==> src/rtl/fetch_sequencer.sv <==
// rtl/fetch_sequencer.sv - fetch/issue sequencer stepping a program from instruction memory to a processor
module fetch_sequencer #(
    parameter int DATA_W = 16,
    parameter int ADDR_W = 4
) (
    input  logic              Pclk,
    input  logic              Reset,
    input  logic              Start,
    output logic [ADDR_W-1:0] Mem_addr,
    input  logic [DATA_W-1:0] Mem_data,
    output logic [DATA_W-1:0] Instr,
    output logic              Run,
    input  logic              Done,
    output logic [ADDR_W-1:0] Counter,
    output logic              Busy,
    output logic              Halted
);

    typedef enum logic [2:0] {
        S_IDLE  = 3'd0,
        S_FETCH = 3'd1,
        S_LOAD  = 3'd2,
        S_ISSUE = 3'd3,
        S_WAIT  = 3'd4,
        S_HALT  = 3'd5
    } state_t;

    localparam logic [ADDR_W-1:0] LAST_ADDR = '1;

    state_t            state_q, state_d;
    logic [ADDR_W-1:0] counter_q, counter_d;
    logic [DATA_W-1:0] instr_q, instr_d;
    logic              run_q, run_d;
    logic              busy_q, busy_d;
    logic              halted_q, halted_d;

    always_comb begin
        state_d   = state_q;
        counter_d = counter_q;
        instr_d   = instr_q;
        case (state_q)
            S_IDLE:  if (Start) state_d = S_FETCH;
            S_FETCH: state_d = S_LOAD;
            S_LOAD: begin
                instr_d = Mem_data;
                state_d = S_ISSUE;
            end
            S_ISSUE: state_d = S_WAIT;
            S_WAIT: begin
                if (Done) begin
                    if (counter_q == LAST_ADDR) begin
                        state_d = S_HALT;
                    end else begin
                        counter_d = counter_q + 1'b1;
                        state_d   = S_FETCH;
                    end
                end
            end
            S_HALT: begin
                if (Start) begin
                    counter_d = '0;
                    state_d   = S_FETCH;
                end
            end
            default: state_d = S_IDLE;
        endcase

        // Outputs are registered from the next state so they track the state flop exactly.
        run_d    = (state_d == S_ISSUE);
        busy_d   = (state_d != S_IDLE) && (state_d != S_HALT);
        halted_d = (state_d == S_HALT);
    end

    always_ff @(posedge Pclk or posedge Reset) begin
        if (Reset) begin
            state_q   <= S_IDLE;
            counter_q <= '0;
            instr_q   <= '0;
            run_q     <= 1'b0;
            busy_q    <= 1'b0;
            halted_q  <= 1'b0;
        end else begin
            state_q   <= state_d;
            counter_q <= counter_d;
            instr_q   <= instr_d;
            run_q     <= run_d;
            busy_q    <= busy_d;
            halted_q  <= halted_d;
        end
    end

    assign Mem_addr = counter_q;
    assign Counter  = counter_q;
    assign Instr    = instr_q;
    assign Run      = run_q;
    assign Busy     = busy_q;
    assign Halted   = halted_q;

endmodule

==> config.mk <==
export PLATFORM = sky130hd
export DESIGN_NAME = fetch_sequencer
export DESIGN_NICKNAME = d
export VERILOG_FILES = /design/src/rtl/fetch_sequencer.sv
export SDC_FILE = /design/constraint.sdc
export NUM_CORES = 1
export LEC_CHECK = 0
export BUFFER_PORTS_ARGS = -buffer_cell sky130_fd_sc_hd__buf_2
export CORE_MARGIN = 2
export CORE_UTILIZATION = 42
export CTS_CLUSTER_SIZE = 14
export DETAILED_ROUTE_END_ITERATION = 16
export MAX_ROUTING_LAYER = met4
export PLACE_DENSITY = 0.74
export SETUP_SLACK_MARGIN = 0.15
export SYNTH_ARGS = -nofsm -noshare
export SYNTH_HDL_FRONTEND = slang
export SYNTH_SLANG_ARGS = --single-unit
==> constraint.sdc <==
create_clock -name Pclk -period 1.44 [get_ports Pclk]
set_input_delay 0 -clock Pclk [delete_from_list [all_inputs] [get_ports Pclk]]
set_output_delay 0 -clock Pclk [all_outputs]
set_load 0.02 [all_outputs]
; Yosys cells after proc, flatten, opt, wreduce, memory -nomap -nowiden
; Index checks and enable logic that the tools add are counted.
[word_totals]
reg_bits = 26
in_bits = 20
output_inout_bits = 27
wordCells = 33
[classes]
n_reduce_logical = 6
addsub = 1
mux = 8
n_eq_ne = 12
[ops]
columns = operator, count
row1 = 3-bit case mux with 5 select lines, 1
row2 = 4-bit two-way mux, 3
row3 = "3-bit by 2-bit equality test with 1-bit output, second input constant", 3
row4 = "3-bit equality test, second input constant", 3
row5 = 3-bit two-way mux, 3
row6 = 4-bit case mux with 2 select lines, 1
row7 = "2-bit inequality test, second input constant", 3
row8 = "4-bit by 1-bit adder with 4-bit output, second input constant", 1
row9 = "4-bit equality test, second input constant", 1
row10 = 4-bit AND reduction, 1
row11 = "3-bit by 1-bit equality test with 1-bit output, second input constant", 1
row12 = 3-bit logical NOT, 1
row13 = "3-bit inequality test, second input constant", 1
row14 = 3-bit nonzero test, 1
row15 = 2-bit nonzero test, 1
row16 = 2-bit OR reduction, 1
row17 = 1-bit logical AND, 1

; Longest topological paths before layout
; Gate-level depths: netlist of run 1.
[logic_depth]
depth_word = 6
mapped_depth = 5
mapped_depth_nobuf = 4

; Worst setup path after synthesis of run 1
; No wires, ideal clock.
[synth_path]
path_kind = flip-flop to flip-flop
from = register counter_q[0], in the netlist Counter[0]
to = register counter_q[0], in the netlist Counter[0]
path_slack_ns = -0.273
setup_ns = 0.128
required_time_ns = 1.312
arrival_ns = 1.585
n_path_buf = 1
period_less_slack_ns = 1.713
stages_incl_launch_ff = 6
path_cell_list = dfrtp_1 > ha_1 > and4b_1 > buf_2 > nor3_1 > mux2_1
[synth_between]
elab_chain_cells = 4
elab_cells_between_ends = 7
cone_classes = add/sub: 1 / eq/ne: 2 / mux: 3 / reduce/logical: 1
[synth_rtl]
columns = element, line_no
row1 = from (decl), 31  ; logic [ADDR_W-1:0] counter_q, counter_d;
row2 = from (signal assigned), 84  ; counter_q <= counter_d;
row3 = 4-bit by 1-bit adder with 4-bit output, 54  ; counter_d = counter_q + 1'b1;
row4 = 4-bit two-way mux, 51  ; if (counter_q == LAST_ADDR) begin
row5 = 4-bit two-way mux, 50  ; if (Done) begin
row6 = 4-bit case mux with 2 select lines, 41  ; case (state_q)
; Several ways; a longest one is shown, not always the timed one. The select of a mux whose other input is x is not followed.
; A chain may end at the register's enable or synchronous reset.

; Worst setup path in the final report of run 1
; Ends and elaborated chain as after synthesis.

==> out/qor.csv, run 1 <==
stage,metric,value,unit
floorplanning,core-area,2690,µm²
clocking,clkTransAtPathRegs,130,ps
clocking,root_buffer,clkbuf_4,
job,maxCapViolations,0,
route,wire_per_inst,14.4,µm
logic_synthesis,ys_seq_area_share,55.8,%
logic_synthesis,synth_cells,92,
route,routed_wl,2920,µm
worst_setup_path,cp_max_fo,4,
cells_and_area,diodes,0,
clocking,cts_sinks,26,
floorplanning,die_h,56.7,µm
timing,maxSlewHeadroom,67.2,%
timing,hold_viol_final,0,
power,p_per_area,2130,nW/µm²
timing,tightest_slew,492,ps
logic_synthesis,yosysWarnings,0,
timing,setup_viol,2,
worst_setup_path,reg2reg_depth,4,
status,violations,negative setup slack,
timing,min_period,1450,ps
route,wl_met3,181,µm
timing,rsz0062_at_grt,true,
route,via_per_inst,5.10,
floorplanning,initial_core_util,43.4,%
cells_and_area,nets,193,
floorplanning,fp.dieArea,3210,µm²
worst_setup_path,cp-end-kind,flip-flop,
route,dr_wl_met2,1550,µm
floorplanning,dieWidth,56.7,µm
route,firstDrtPassIters,4,
grt,overflow,0,
placement,gp_congestion,0.825,
logic_synthesis,synth_nets,113,
grt,grt_first_pass_wirelength,4730,µm
route,met1_length,1180,µm
logic_synthesis,synth.top_cell.area_share,55.8,%
timing,max_clock_freq,689,MHz
route,drt_iter0_drc,50,
logic_synthesis,synth_area_leaders,"dfrtp_1 (56%), mux2_2 (15%), buf_4 (3.2%)",
grt,antenna_found_initial,0,
worst_setup_path,worstPathRequired,1650,ps
logic_synthesis,synth_cell_type_count,28,
floorplanning,io_pins,47,
timing,tns,-18.2,ps
cells_and_area,syn2layout_area_growth,66.7,%
worst_setup_path,cp.arrival,1660,ps
timing,timing.final.ws_setup,-12.3,ps
power,fin_total_pwr,4.13,mW
clocking,clk_latency,310,ps
worst_hold_path,hp-class,input pin to asynchronous set/reset pin,
floorplanning,rows,19,
placement,hpwl,1760,µm
clocking,cts_max_path_buffers,2,
power,peakVddDrop,1520,µV
clocking,numCtsBuffers,3,
status,status,"complete, but fails checks",
worst_setup_path,r2r_setup_slack,-10,ps
grt,grt_pass1_vias,1015,
timing,fin_skew,2.47,ps
clocking,cts_tree,done,
grt,grt_start_max_net_pins,15,
grt,gr-usage-all-layers,19.4,%
route,drtAntennaViolNets,0,
placement,portBuffers,46,
route,route.detailed.drc,0,
cells_and_area,fin_area,1940,µm²
clocking,cts-htree-levels,1,
logic_synthesis,syn-cell-area,1170,µm²
logic_synthesis,synth_seq_cells,26,
placement,post_dp_cell_area,1530,µm²
logic_synthesis,synth_area_leader_cell,dfrtp_1,
worst_setup_path,timing.rr.end,Counter[0],
logic_synthesis,avgSynthCellArea,12.7,µm²
route,top_layer_used,met3,
route,vias,1030,
timing,post-route-period-util,101,%
timing,slew_viol_final,0,
worst_setup_path,timing.rr.start,Counter[0],
cells_and_area,drive_gt1_share,59.1,%
cells_and_area,fillers,169,
cells_and_area,instances_no_fill,202,
worst_setup_path,worstSetupPathType,flip-flop to flip-flop,
worst_setup_path,startpoint_type,flip-flop,
power,p_leak,0.930,nW
placement,dp_cells,170,
==> routing by layer <==
metal,track usage [%],up-vias
li1,-,477
met5,-,-
met2,33.2,42
met3,2.53,0
met4,4.08,0
met1,24.5,511
==> cells in the mapped netlist <==
cell type / n
buf_6: 1
inv_1: 4
nand4b_1: 2
a21oi_1: 2
mux2_1: 1
o22a_1: 1
nor4_1: 2
buf_2: 2
nor3_1: 2
mux2i_1: 3
mux2_2: 16
dfrtp_1: 26
o32ai_1: 2
or2_2: 1
ha_1: 1
nand2_1: 2
nand2b_1: 4
nand2b_4: 1
nand3b_1: 1
buf_4: 5
o21ai_0: 2
nand3_1: 1
xnor2_1: 1
and4b_1: 1
clkbuf_1: 1
nor2_2: 1
nor2_1: 5
o2bb2ai_1: 1
==> stage by stage <==
stage          hold slack [ps]  utilization, %  setup slack [ps]
2_1_floorplan             39.9               -              -130
3_3_place_gp              41.5            56.9             -11.2
3_5_place_dp              56.7            56.9             -42.4
4_1_cts                    251            69.8             -8.67
5_1_grt                    278            72.4             -49.9
6_report                   231            72.4             -12.3
==> state kept, by name, indices dropped and copies added (netlist names) <==
| register | count |
|---|---|
| Instr | 16 |
| Counter | 4 |
| state_q | 3 |
| Busy | 1 |
| Halted | 1 |
| Run | 1 |
==> worst max-delay path by stage <==
stage               startpoint         end  slack, ps  cells past startpoint
floorplan           Counter[0]  Counter[0]       -130                      5
global placement    Counter[1]  Counter[0]        -10                      4
detailed placement  Counter[1]  Counter[0]        -40                      4
CTS                 Counter[1]  Counter[2]         -9                      4
global route        Counter[0]  Counter[0]        -50                      4
finish              Counter[0]  Counter[0]        -10                      4
==> layout by cell type (no fill, tap or decap), types with 2 or more instances in the layout <==
cell           count
mux2_4            17
nor2_4             2
buf_6              3
clkbuf_4           3
nor4_4             2
o21ai_1            2
inv_1              4
nor2_1             4
mux2i_1            2
o32ai_1            2
dfrtp_2            2
nand2_1            2
buf_4             14
buf_2             46
nand2b_1           3
dfrtp_1           24
dlygate4sd3_1     19
nand4b_1           2
==> critical path: stages (launching register included) <==
cell and delay (ps):
dfrtp_2 450, ha_4 160, and4b_4 230, nor3_4 200
mux2_4 310
==> cell families after synthesis <==
kind of cell / after synthesis / synth area share [%]
DFF: 26 / 55.8
and+or+nand+nor: 23 / 12.0
muxes: 20 / 19.0
buffers and inverters: 13 / 6.65
AOI/OAI and AO/OA: 8 / 4.72
xor gates and xnor gates: 1 / 0.751
adders and majority gates: 1 / 1.07
==> repair_timing <==
| item | 4_1_cts | 5_1_grt |
|---|---|---|
| setup buffers | 6 | 2 |
| gates resized for setup | 13 | 14 |
| hold buffers | 19 | 0 |
| setup endpoints to repair | 22 | 23 |
| pin swaps | 2 | 4 |
| cloned | 1 | 0 |
| hold endpoints to repair | 30 | 0 |
==> where the power goes <==
group | leakage (nW) | total (mW) | switching [mW] | internal (mW)
sequential | 0.312 | 1.27 | 0.200 | 1.07
clock | 0.0210 | 0.359 | 0.205 | 0.154
combinational | 0.598 | 2.50 | 1.21 | 1.29
total | 0.930 | 4.13 | 1.61 | 2.52
==> area by class of cell <==
| cell class | count | area, µm² | area share [%] |
|---|---|---|---|
| flip-flops and latches | 26 | 653 | 33.6 |
| inverters | 4 | 15.0 | 0.772 |
| multi-input cells | 53 | 597 | 30.7 |
| repair buffers | 84 | 604 | 31.1 |
| clock buffers | 4 | 36.3 | 1.87 |
| well taps | 31 | 38.8 | 1.99 |
No activity file was read; power rests on OpenSTA's default activity.
==> run 2, diff against run 1 <==
--- a/config.mk
+++ b/config.mk
@@ -7,11 +7,12 @@
 export LEC_CHECK = 0
 export BUFFER_PORTS_ARGS = -buffer_cell sky130_fd_sc_hd__buf_2
 export CORE_MARGIN = 2
-export CORE_UTILIZATION = 42
+export CORE_UTILIZATION = 44
+export CTS_BUF_LIST = sky130_fd_sc_hd__clkbuf_8
 export CTS_CLUSTER_SIZE = 14
 export DETAILED_ROUTE_END_ITERATION = 16
 export MAX_ROUTING_LAYER = met4
-export PLACE_DENSITY = 0.74
+export PLACE_DENSITY = 0.77
 export SETUP_SLACK_MARGIN = 0.15
 export SYNTH_ARGS = -nofsm -noshare
 export SYNTH_HDL_FRONTEND = slang
==> out/qor.csv, run 2 (synthesized netlist as in run 1, its figures left out) <==
stage,metric,value,unit
grt,overflow,0,
worst_setup_path,worstSetupPathType,flip-flop to flip-flop,
clocking,numCtsBuffers,3,
clocking,cts_tree,done,
power,seq_power_share,29.5,%
worst_setup_path,worstPathRequired,1590,ps
route,drt_iter0_drc,37,
worst_hold_path,hold_depth,2,
worst_hold_path,hp-class,input pin to flip-flop,
route,route.detailed.drc,0,
timing,rsz0062_at_grt,true,
job,maxCapViolations,0,
timing,hold_viol_final,0,
timing,tns,-26.1,ps
grt,grt_first_pass_wirelength,5450,µm
route,firstDrtPassIters,4,
timing,max_clock_freq,682,MHz
grt,antenna_found_initial,0,
cells_and_area,multi_input_area,582,µm²
floorplanning,rows,18,
worst_hold_path,min_to,Busy,
cells_and_area,final_common_cell,buf_2,
worst_setup_path,cp.arrival,1620,ps
cells_and_area,largest_register_ffs,16,
placement,post_dp_cell_area,1530,µm²
power,clkPwrFrac,10.5,%
clocking,root_buffer,clkbuf_8,
worst_setup_path,critPathMaxStageDelay,440,ps
clocking,cts_max_path_buffers,2,
timing,fin_skew,7.63,ps
cells_and_area,drive_gt1_share,59.2,%
timing,tightest_slew,458,ps
route,routed_wl,3120,µm
worst_hold_path,holdCritStartpoint,Start,
floorplanning,core-area,2500,µm²
floorplanning,initial_core_util,46.6,%
worst_setup_path,r2r_setup_slack,-30,ps
timing,min_period,1470,ps
placement,hpwl,1710,µm
worst_setup_path,cp-end-kind,flip-flop,
route,drtAntennaViolNets,0,
floorplanning,die_h,55.5,µm
cells_and_area,fillers,135,
placement,gp_congestion,0.827,
cells_and_area,fin_area,1950,µm²
worst_setup_path,timing.rr.end,Counter[0],
power,switching_power,1.68,mW
worst_setup_path,cp_max_fo,4,
cells_and_area,diodes,0,
grt,grt_start_max_net_pins,27,
worst_setup_path,reg2reg_depth,4,
floorplanning,dieWidth,55.5,µm
power,p_per_area,2250,nW/µm²
grt,gr-usage-all-layers,23.5,%
timing,timing.final.ws_setup,-26.1,ps
clocking,cts-htree-levels,1,
cells_and_area,syn2layout_area_growth,67.5,%
status,status,"complete, but fails checks",
timing,maxSlewHeadroom,68.8,%
timing,timing.hold.ws,38.5,ps
route,via_per_inst,4.95,
worst_setup_path,crit_path_top_delay_cell,dfrtp_2,
status,violations,negative setup slack,
worst_setup_path,startpoint_type,flip-flop,
clocking,clkTransAtPathRegs,90,ps
cells_and_area,layout_common_cells,"buf_2 (46), dfrtp_1 (24), mux2_4 (17), dlygate4sd3_1 (17), buf_4 (12)",
clocking,cts_sinks,26,
power,p_int,2.72,mW
power,comb_power_share,59.9,%
floorplanning,fp.dieArea,3080,µm²
power,swShare,38.3,%
placement,portBuffers,46,
cells_and_area,register_area,653,µm²
power,peakVddDrop,1680,µV
timing,post-route-period-util,102,%
grt,grt_pass1_vias,1108,
route,vias,986,
timing,setup_viol,1,
clocking,clk_latency,270,ps
power,fin_total_pwr,4.40,mW
cells_and_area,nets,191,
floorplanning,io_pins,47,
timing,slew_viol_final,0,
route,wire_per_inst,15.7,µm
worst_setup_path,timing.rr.start,Counter[0],
power,p_leak,0.941,nW
worst_setup_path,path_cells,ha_4 > and4b_2 > nor3_4 > mux2_4,
run 2: changes by cell type in the layout (fill, tap and decap cells not counted), sizes merged:
cell         delta
dlygate4sd3     -2
buf             +1
clkbuf          -1
run 2: final cells by class:
type	count	area share, %
repair buffers	82	31.3
flip-flops and latches	26	33.4
inverters	4	0.769
clock buffers	4	2.82
multi-input cells	53	29.8
well taps	30	1.92
run 2: critical path, delay by kind of cell, from the launching register on:
kind	cells	cell delay [ps]
fa+ha+maj	1	160
mux	1	310
flops	1	440
simple gates	2	450
run 2: worst max path at each step:
stage,startpoint,endpoint,slack (ps),cells past startpoint
finish,Counter[0],Counter[0],-30,4
global route,Counter[0],Counter[0],-60,4
CTS,Counter[0],Counter[0],-3,4
detailed placement,Counter[1],Counter[3],-60,4
global placement,Counter[1],Counter[0],-20,4
floorplan,Counter[0],Counter[0],-130,5
run 2: stage by stage:
stage | util, % | worst slack, ps | std cells
6_report | 78.1 | -26.1 | 199
3_3_place_gp | 61.1 | -15.2 | 169
2_1_floorplan | - | -130 | 92
5_1_grt | 78.1 | -55.0 | 199
3_5_place_dp | 61.1 | -62.8 | 169
4_1_cts | 76.9 | -2.57 | 199
run 2: power by group through the flow:
| stage | Sequential (mW) | Clock, mW | Combinational, mW |
|---|---|---|---|
| after floorplan | 1.70 | 0 | 1.05 |
| after global placement | 1.27 | 0 | 2.00 |
| after detailed placement | 1.29 | 0 | 2.03 |
| after CTS | 1.28 | 0.471 | 2.56 |
| after global routing | 1.34 | 0.516 | 2.81 |
| final | 1.30 | 0.464 | 2.64 |
run 2: per-layer routing:
layer | track usage [%] | up-vias | wire length (µm)
met4 | 6.27 | 0 | 46
met1 | 28.3 | 479 | 1260
met3 | 3.98 | 4 | 143
li1 | - | 468 | -
met2 | 40.8 | 35 | 1670
met5 | - | - | 0
run 2: repair_timing:
item,in CTS,in global routing
hold buffers,17,0
endpoints found under the hold margin,42,0
buffers inserted,7,0
endpoints found under the setup margin,22,23
pin swaps,6,2
gates cloned,2,0
resized for setup,18,6
==> run 3, diff against run 2 <==
--- a/config.mk
+++ b/config.mk
@@ -5,9 +5,10 @@
 export SDC_FILE = /design/constraint.sdc
 export NUM_CORES = 1
 export LEC_CHECK = 0
+export ABC_AREA = 1
 export BUFFER_PORTS_ARGS = -buffer_cell sky130_fd_sc_hd__buf_2
 export CORE_MARGIN = 2
-export CORE_UTILIZATION = 44
+export CORE_UTILIZATION = 45
 export CTS_BUF_LIST = sky130_fd_sc_hd__clkbuf_8
 export CTS_CLUSTER_SIZE = 14
 export DETAILED_ROUTE_END_ITERATION = 16
==> out/qor.csv, run 3 <==
stage,metric,value,unit
route,drtAntennaViolNets,0,
worst_hold_path,holdCritStartpoint,Done,
timing,maxSlewHeadroom,78.7,%
placement,hpwl,1840,µm
logic_synthesis,synthAdderAreaFrac,0.985,%
status,status,"complete, no violations",
cells_and_area,layout_common_cells,"nand2_1 (68), buf_2 (46), dfrtp_1 (22)",
logic_synthesis,synth_compound_area_share,1.38,%
clocking,clk_latency,270,ps
route,route.detailed.drc,0,
floorplanning,die_h,57.1,µm
floorplanning,initial_core_util,46.9,%
cells_and_area,fillers,245,
logic_synthesis,synth_edf_count,0,
logic_synthesis,synth_cells,152,
logic_synthesis,syn-cell-area,1270,µm²
timing,rsz0062_at_grt,true,
cells_and_area,syn2layout_area_growth,39.8,%
timing,fin_skew,6.01,ps
clocking,numCtsBuffers,3,
timing,max_clock_freq,804,MHz
cells_and_area,multi_input_area,553,µm²
route,firstDrtPassIters,4,
logic_synthesis,synth_top_family_by_area,simple AND/OR/NAND/NOR gates,
worst_setup_path,startpoint_type,flip-flop,
worst_setup_path,r2r_setup_slack,200,ps
clocking,clkTransAtPathRegs,90,ps
floorplanning,fp.dieArea,3260,µm²
timing,tightest_slew,320,ps
worst_setup_path,reg2reg_depth,7,
worst_setup_path,timing.rr.start,Counter[1],
placement,gp_congestion,0.803,
worst_setup_path,timing.rr.end,Counter[2],
timing,timing.hold.ws,94.9,ps
logic_synthesis,synthMostInstantiatedCell,nand2_1,
grt,overflow,0,
route,wire_per_inst,11.7,µm
logic_synthesis,synth_seq_cells,26,
grt,antenna_found_initial,0,
logic_synthesis,synth_cell_type_count,23,
floorplanning,core-area,2710,µm²
power,peakVddDrop,1390,µV
clocking,cts_sinks,26,
grt,grt_start_max_net_pins,27,
timing,setup_viol,0,
cells_and_area,drive_gt1_share,37.0,%
power,p_int,2.00,mW
logic_synthesis,synthMuxAreaShare,0,%
power,comb_power_share,52.5,%
worst_setup_path,worstSetupPathType,flip-flop to flip-flop,
logic_synthesis,synth.top_cell.area_share,51.2,%
power,switching_power,1.78,mW
worst_setup_path,crit_start,Counter[1],
route,via_per_inst,4.75,
cells_and_area,register_area,656,µm²
route,routed_wl,2900,µm
cells_and_area,nets,238,
cells_and_area,diodes,0,
floorplanning,dieWidth,57.1,µm
route,drt_iter0_drc,25,
logic_synthesis,synth_area_leaders,"dfrtp_1 (51%), nand2_1 (21%), buf_4 (3.0%)",
timing,hold_viol_final,0,
timing,slew_viol_final,0,
placement,portBuffers,46,
logic_synthesis,async_flop_share,100,%
route,vias,1174,
worst_hold_path,min_to,state_q[0],
power,clkPwrFrac,10.8,%
timing,min_period,1240,ps
power,swShare,47.1,%
logic_synthesis,synth_area_leader_cell,dfrtp_1,
worst_setup_path,cp.arrival,1420,ps
logic_synthesis,synth_common_cells,"nand2_1 (72), dfrtp_1 (26), inv_1 (9)",
grt,grt_first_pass_wirelength,4860,µm
cells_and_area,final_common_cell,nand2_1,
logic_synthesis,synth_xor_area_share,0,%
job,maxCapViolations,0,
clocking,cts-htree-levels,1,
floorplanning,rows,19,
worst_hold_path,hp-class,input pin to flip-flop,
timing,post-route-period-util,86.4,%
worst_setup_path,worstPathRequired,1610,ps
worst_setup_path,cp-end-kind,flip-flop,
logic_synthesis,synth-main-ff-cell,dfrtp_1,
logic_synthesis,avgSynthCellArea,8.36,µm²
power,seq_power_share,36.7,%
logic_synthesis,yosysWarnings,0,
timing,tns,0,ps
worst_setup_path,cp_max_fo,6,
power,p_per_area,2130,nW/µm²
cells_and_area,largest_register_ffs,16,
power,p_leak,0.998,nW
grt,gr-usage-all-layers,19.7,%
grt,grt_pass1_vias,1147,
floorplanning,io_pins,47,
logic_synthesis,synth_simple_gate_area_share,38.0,%
clocking,cts_tree,done,
clocking,cts_max_path_buffers,2,
clocking,root_buffer,clkbuf_8,
logic_synthesis,synth_nets,173,
worst_hold_path,hold_depth,5,
logic_synthesis,ys_seq_area_share,51.2,%
-- run 3: cell count changes after synthesis, sizes merged, moves of 2 or more --
cell / previous run / this run
a21oi: 2 / 0
inv: 4 / 14
mux2: 17 / 0
mux2i: 3 / 0
nand2: 2 / 75
nand2b: 5 / 0
nand3: 1 / 9
nand4b: 2 / 0
nor2: 6 / 12
nor4: 2 / 0
o32ai: 2 / 0
-- run 3: how the worst max path moves through the flow --
stage / end / slack [ps] / depth (start not counted)
global route: Counter[2] / 100 / 7
floorplan: Counter[2] / 160 / 7
finish: Counter[2] / 200 / 7
CTS: Counter[3] / 160 / 7
detailed placement: Counter[3] / 170 / 7
global placement: Counter[3] / 190 / 7
-- run 3: what timing repair did --
action,4_1_cts,5_1_grt
hold buffers,17,0
setup endpoints to repair,0,7
buffers inserted,0,2
gates resized for setup,0,11
endpoints found under the hold margin,42,0
-- run 3: critical path, stage by stage (launching register included) --
cell and delay, ps:
dfrtp_2 460, ha_4 190, nand3_4 90, nor2_4 50
nor2_4 160, nand2_4 90, nand2_2 70, nand2_2 40
-- run 3: cell type report --
type / count / area share (%)
Clock inverter: 1 / 0.211
Tap cell: 31 / 2.18
Sequential cell: 26 / 36.9
Multi-Input combinational cell: 105 / 31.1
Inverter: 14 / 2.96
Timing Repair Buffer: 67 / 24.2
Clock buffer: 3 / 2.33
-- run 3: cell families after synthesis --
kind of cell	count (synthesis)
DFF	26
buffers and inverters	21
AOI/OAI and AO/OA	3
adders and majority gates	1
and+or+nand+nor	101
-- run 3: through the flow --
step | total power, mW | worst slack [ps] | cells | utilization (%) | cell area [µm²]
after floorplan | 2.73 | 162 | 152 | - | 1280
after global placement | 3.18 | 191 | 224 | 55.6 | 1510
after detailed placement | 3.22 | 170 | 224 | 55.6 | 1510
after CTS | 3.67 | 156 | 245 | 63.6 | 1720
after global routing | 4.10 | 102 | 247 | 65.5 | 1780
final | 3.78 | 196 | 247 | 65.5 | 1780
-- run 3: power groups by stage --
stage / sequential (mW) / combinational, mW / clock, mW
2_1_floorplan: 1.69 / 1.04 / 0
3_3_place_gp: 1.36 / 1.82 / 0
3_5_place_dp: 1.35 / 1.87 / 0
4_1_cts: 1.36 / 1.89 / 0.421
5_1_grt: 1.44 / 2.22 / 0.445
6_report: 1.39 / 1.99 / 0.407
-- run 3: layer usage --
metal | global-route usage, % | share of wire, % | vias to the layer above
met3 | 3.40 | 5.1 | 3
met5 | - | 0 | -
met1 | 23.0 | 41 | 550
met4 | 4.98 | 1.0 | 0
li1 | - | - | 583
met2 | 35.0 | 53 | 38
